[src/rtl/seq_mult_ctrl.sv]
// Sequential shift-and-add multiplier controller: fetches operands from external A/B registers,
// iterates one multiplier bit per cycle. Optional macro SEQ_MULT_EARLY_EXIT_EN ends CALC once the multiplier is zero.
module seq_mult_ctrl #(
   parameter int DATA_SIZE = 8
) (
   input  logic                     clk_i,
   input  logic                     rst_i,
   input  logic                     start_i,
   output logic                     unload_o,
   input  logic [DATA_SIZE-1:0]     a_i,
   input  logic [DATA_SIZE-1:0]     b_i,
   output logic [2*DATA_SIZE-1:0]   product_o,
   output logic                     busy_o,
   output logic                     done_o
);

   localparam int CNT_W = $clog2(DATA_SIZE + 1);

   typedef enum logic [2:0] {
      IDLE  = 3'd0,
      FETCH = 3'd1,
      CAPT  = 3'd2,
      CALC  = 3'd3,
      DONE  = 3'd4
   } state_t;

   state_t                   state_r;
   logic [DATA_SIZE-1:0]     mcand_r;
   logic [DATA_SIZE-1:0]     mplier_r;
   logic [2*DATA_SIZE-1:0]   acc_r;
   logic [CNT_W-1:0]         cnt_r;
   logic [2*DATA_SIZE-1:0]   product_r;
   logic                     unload_r;
   logic                     busy_r;
   logic                     done_r;

   logic [2*DATA_SIZE-1:0]   addend_s;
   logic [2*DATA_SIZE-1:0]   acc_next_s;

`ifndef SEQ_MULT_EARLY_EXIT_EN
   localparam logic [CNT_W-1:0] LAST_CNT = CNT_W'(DATA_SIZE - 1);
   logic                     last_iter_s;
`endif

   // Partial product for the current multiplier bit, weighted by the iteration count
   always_comb begin
      addend_s = {(2*DATA_SIZE){1'b0}};
      if (mplier_r[0]) begin
         addend_s = {{DATA_SIZE{1'b0}}, mcand_r} << cnt_r;
      end else begin
         addend_s = {(2*DATA_SIZE){1'b0}};
      end
      acc_next_s = acc_r + addend_s;
   end

`ifndef SEQ_MULT_EARLY_EXIT_EN
   assign last_iter_s = (cnt_r == LAST_CNT);
`endif

   // Controller FSM with datapath registers and registered outputs
   always_ff @(posedge clk_i) begin
      if (rst_i) begin
         state_r   <= IDLE;
         mcand_r   <= {DATA_SIZE{1'b0}};
         mplier_r  <= {DATA_SIZE{1'b0}};
         acc_r     <= {(2*DATA_SIZE){1'b0}};
         cnt_r     <= {CNT_W{1'b0}};
         product_r <= {(2*DATA_SIZE){1'b0}};
         unload_r  <= 1'b0;
         busy_r    <= 1'b0;
         done_r    <= 1'b0;
      end else begin
         unload_r <= 1'b0;
         done_r   <= 1'b0;
         case (state_r)
            IDLE: begin
               if (start_i) begin
                  state_r  <= FETCH;
                  unload_r <= 1'b1;
                  busy_r   <= 1'b1;
               end else begin
                  state_r  <= IDLE;
               end
            end
            FETCH: begin
               state_r <= CAPT;
            end
            // Operand registers present fresh data one cycle after the unload strobe
            CAPT: begin
               mcand_r  <= a_i;
               mplier_r <= b_i;
               acc_r    <= {(2*DATA_SIZE){1'b0}};
               cnt_r    <= {CNT_W{1'b0}};
               state_r  <= CALC;
            end
            CALC: begin
`ifdef SEQ_MULT_EARLY_EXIT_EN
               if (mplier_r == {DATA_SIZE{1'b0}}) begin
                  product_r <= acc_r;
                  done_r    <= 1'b1;
                  state_r   <= DONE;
               end else begin
                  acc_r    <= acc_next_s;
                  mplier_r <= mplier_r >> 1;
                  cnt_r    <= cnt_r + CNT_W'(1);
                  state_r  <= CALC;
               end
`else
               acc_r    <= acc_next_s;
               mplier_r <= mplier_r >> 1;
               cnt_r    <= cnt_r + CNT_W'(1);
               if (last_iter_s) begin
                  product_r <= acc_next_s;
                  done_r    <= 1'b1;
                  state_r   <= DONE;
               end else begin
                  state_r   <= CALC;
               end
`endif
            end
            DONE: begin
               busy_r  <= 1'b0;
               state_r <= IDLE;
            end
            default: begin
               busy_r  <= 1'b0;
               state_r <= IDLE;
            end
         endcase
      end
   end

   assign unload_o  = unload_r;
   assign product_o = product_r;
   assign busy_o    = busy_r;
   assign done_o    = done_r;

endmodule
[config.mk]
export PLATFORM = sky130hd
export DESIGN_NAME = seq_mult_ctrl
export DESIGN_NICKNAME = d
export VERILOG_FILES = /design/src/rtl/seq_mult_ctrl.sv
export SDC_FILE = /design/constraint.sdc
export NUM_CORES = 1
export LEC_CHECK = 0
export CORE_ASPECT_RATIO = 0.6
export CORE_MARGIN = 3
export CORE_UTILIZATION = 42
export CTS_BUF_LIST = sky130_fd_sc_hd__clkbuf_8
export DETAILED_ROUTE_END_ITERATION = 10
export SLEW_MARGIN = 5
export SYNTH_ARGS = -nofsm -noshare
export SYNTH_HDL_FRONTEND = slang
export SYNTH_SLANG_ARGS = --single-unit
[constraint.sdc]
create_clock -name clk_i -period 2.92 [get_ports clk_i]
set_input_delay 0.292 -clock clk_i [delete_from_list [all_inputs] [get_ports clk_i]]
set_output_delay 0.292 -clock clk_i [all_outputs]
set_load 0.02 [all_outputs]
==> reports/results.ini <==
[logic_synthesis]
syn_avg_cell_area_um2 = 8.217
syn_area_mm2 = 0.003402
yosys-top-cells-area = dfxtp_1 34%, nand2_1 6.0%, ha_1 5.9%
synth_nets = 450
synth_top_flop_cell = dfxtp_1
synthArstFlopShare = 0
yosysTopAreaCell = dfxtp_1
yosys-top-cells-count = 58 x dfxtp_1, 54 x nand2_1, 41 x nor2_1
netlist.area_leader.share = 0.3413
yosysMostFrequentCell = dfxtp_1
synth_edf_count = 0
ys_warn_count = 0
yosysSeqAreaShare = 0.3413
ys_ff_latch = 58
synth.distinct_cells = 60
syn_inst = 414

[route]
viasPerCell = 5.536
drt_iter0_markers = 247
vias = 3482
wl_per_cell_um = 17.60
drt-total-wl_mm = 11.07
drc = 0
antenna_left = 0
dr.pass1.iters = 5

[global_route]
first_global_vias = 3389
grt_first_pass_wirelength_mm = 17.48
gr-total-overflow = 0
grt_usage = 0.2490
antenna_found_initial = 0
grt_start_max_net_pins = 33

[pwr]
ir_drop_uv = 272.0
p_per_area_mw_per_mm2 = 379.6
p_leak_nw = 1.956

[cts]
clk_path_buf_depth = 2
path_clk_slew_ns = 0.08
cts.sinks = 58
clock_latency_ns = 0.35
cts_buffers = 9
htree_num_levels = 3
cts_tree = yes
ctsHoldBuffers = 0
root_buffer = clkbuf_8

[sta]
relSlewSlack = 0.5367
tightest_slew_ns = 0.6924
setup_viol = 3
final.setup_skew_ns = 0.01217
fin_crit_sh = 1.031
period_needed_ns = 3.010
hold_ws_ns = 0.4515
fin_tns_setup_ns = -0.1369
finalMaxSlewViolations = 0
rsz0062_at_grt = yes
hold_viol_final = 0
worst_slack_ns = -0.08981
fmax_mhz = 332.2

[worst_hold_path]
hold_path.class = primary input to flip-flop

[setup_path]
required_ns = 3.22
criticalPathCategory = flip-flop to flip-flop
crit_path_end_kind = flip-flop
path_max_fanout = 7
cp_data_arrival_time_ns = 3.31
rrSetupSlack_ns = -0.09
worstSetupStartpointType = flip-flop

[layout]
antenna_cells = 0
synthToLayoutAreaGrowth_pct = 48.03
fillers = 653
utilization = 0.6655
fin_cells = 629
drive_gt1_frac = 0.3124
fin_nets = 556

[floorplanning]
pin_count = 38
row_count = 24
die_h_um = 75.72
core_area_mm2 = 0.007567
fp.dieW_um = 122.2
dieArea_mm2 = 0.009252
initial_core_util = 0.4496

[flow_run]
drv_cap = 0

[placement]
port_buffers = 37
pre_cts_slack_ns = -0.2328
place_hpwl_mm = 7.381
dp.cells = 592
routabilityCongestion = 0.9278

[outcome]
status = finished, violations left
violations = negative setup slack

==> sequential cells by signal, summed over array words and instances, names as in the netlist <==
name / count
unload_o: 1
mplier_r: 8
acc_r: 16
cnt_r: 4
state_r: 3
mcand_r: 8
product_o: 16
busy_o: 1
done_o: 1
==> kinds of logic after synthesis <==
| family | synth area share |
|---|---|
| muxes | 0.07834 |
| buffers and inverters | 0.03714 |
| and+or+nand+nor | 0.2413 |
| DFF | 0.3413 |
| xor gates and xnor gates | 0.02575 |
| adders and majority gates | 0.06473 |
| AOI/OAI and AO/OA | 0.2115 |
==> final timing paths <==
| check | to | from | depth (start not counted) |
|---|---|---|---|
| min reg2reg | product_o[3] | product_o[3] | 2 |
| max reg2reg | product_o[12] | cnt_r[1] | 12 |
| max | product_o[12] | cnt_r[1] | 12 |
| min | acc_r[5] | rst_i | 2 |
==> critical path: stages, from the launching register on <==
cell and delay, ns:
dfxtp_4 0.41, buf_6 0.12, mux4_2 0.49, mux2_4 0.31, nor2b_4 0.14, ha_4 0.28
buf_4 0.11, nand2_1 0.06, nor2_2 0.16, and4b_1 0.22, a211oi_2 0.06, or4_1 0.53
nand3_1 0.08
==> final cells by class <==
type | count | area (um^2) | share of cell area
multi-input cells | 326 | 2482 | 0.4929
well taps | 104 | 130.1 | 0.02584
inverters | 4 | 15.01 | 0.002981
repair buffers | 121 | 1011 | 0.2007
flip-flops and latches | 58 | 1169 | 0.2320
clock buffers | 11 | 151.4 | 0.03006
clock inverters | 5 | 77.57 | 0.01540
==> repair_timing <==
| item | in CTS | in global routing |
|---|---|---|
| gates cloned | 0 | 0 |
| gates resized for setup | 36 | 45 |
| pin swaps | 13 | 25 |
| buffers inserted | 12 | 9 |
| setup endpoints to repair | 19 | 20 |
==> report_power, final <==
| part | switching, mW | leakage, nW | internal (mW) |
|---|---|---|---|
| Clock | 0.344 | 0.121 | 0.524 |
| Sequential | 0.0196 | 0.472 | 0.812 |
| Combinational | 0.112 | 1.36 | 0.101 |
==> cell usage in the layout, fill, tap and decap left out, types with 5 or more instances in the layout <==
master | Yosys | final
dfxtp_1 | 58 | 54
buf_4 | 0 | 80
inv_1 | 4 | 5
nor2b_1 | 12 | 8
a21oi_1 | 35 | 29
nand3b_1 | 8 | 8
ha_4 | 0 | 5
o21ai_0 | 22 | 16
mux2i_1 | 15 | 11
xnor2_1 | 9 | 8
nand2_1 | 54 | 53
a22oi_1 | 6 | 5
clkdlybuf4s50_1 | 0 | 36
nor2_1 | 41 | 39
clkbuf_8 | 0 | 11
mux2_4 | 0 | 5
nand3_1 | 12 | 12
a211oi_1 | 10 | 9
a21o_1 | 5 | 5
nor3_1 | 5 | 5
ha_1 | 16 | 9
nand2b_1 | 6 | 6
==> stage by stage <==
step / area (um^2) / total power, mW
final: 5036 / 1.912
after global placement: 4274 / 1.030
after floorplan: 3425 / 0.9523
after CTS: 4743 / 1.904
after global routing: 5036 / 1.989
after detailed placement: 4274 / 1.033
==> layer usage <==
| layer | GRT usage | up-vias | share of wire |
|---|---|---|---|
| met1 | 0.3654 | 1626 | 0.50 |
| met5 | 0 | - | 0 |
| li1 | - | 1712 | - |
| met2 | 0.3521 | 121 | 0.40 |
| met4 | 0.07072 | 0 | 0.019 |
| met3 | 0.07567 | 23 | 0.072 |
No activity file was read; power rests on OpenSTA's default activity.
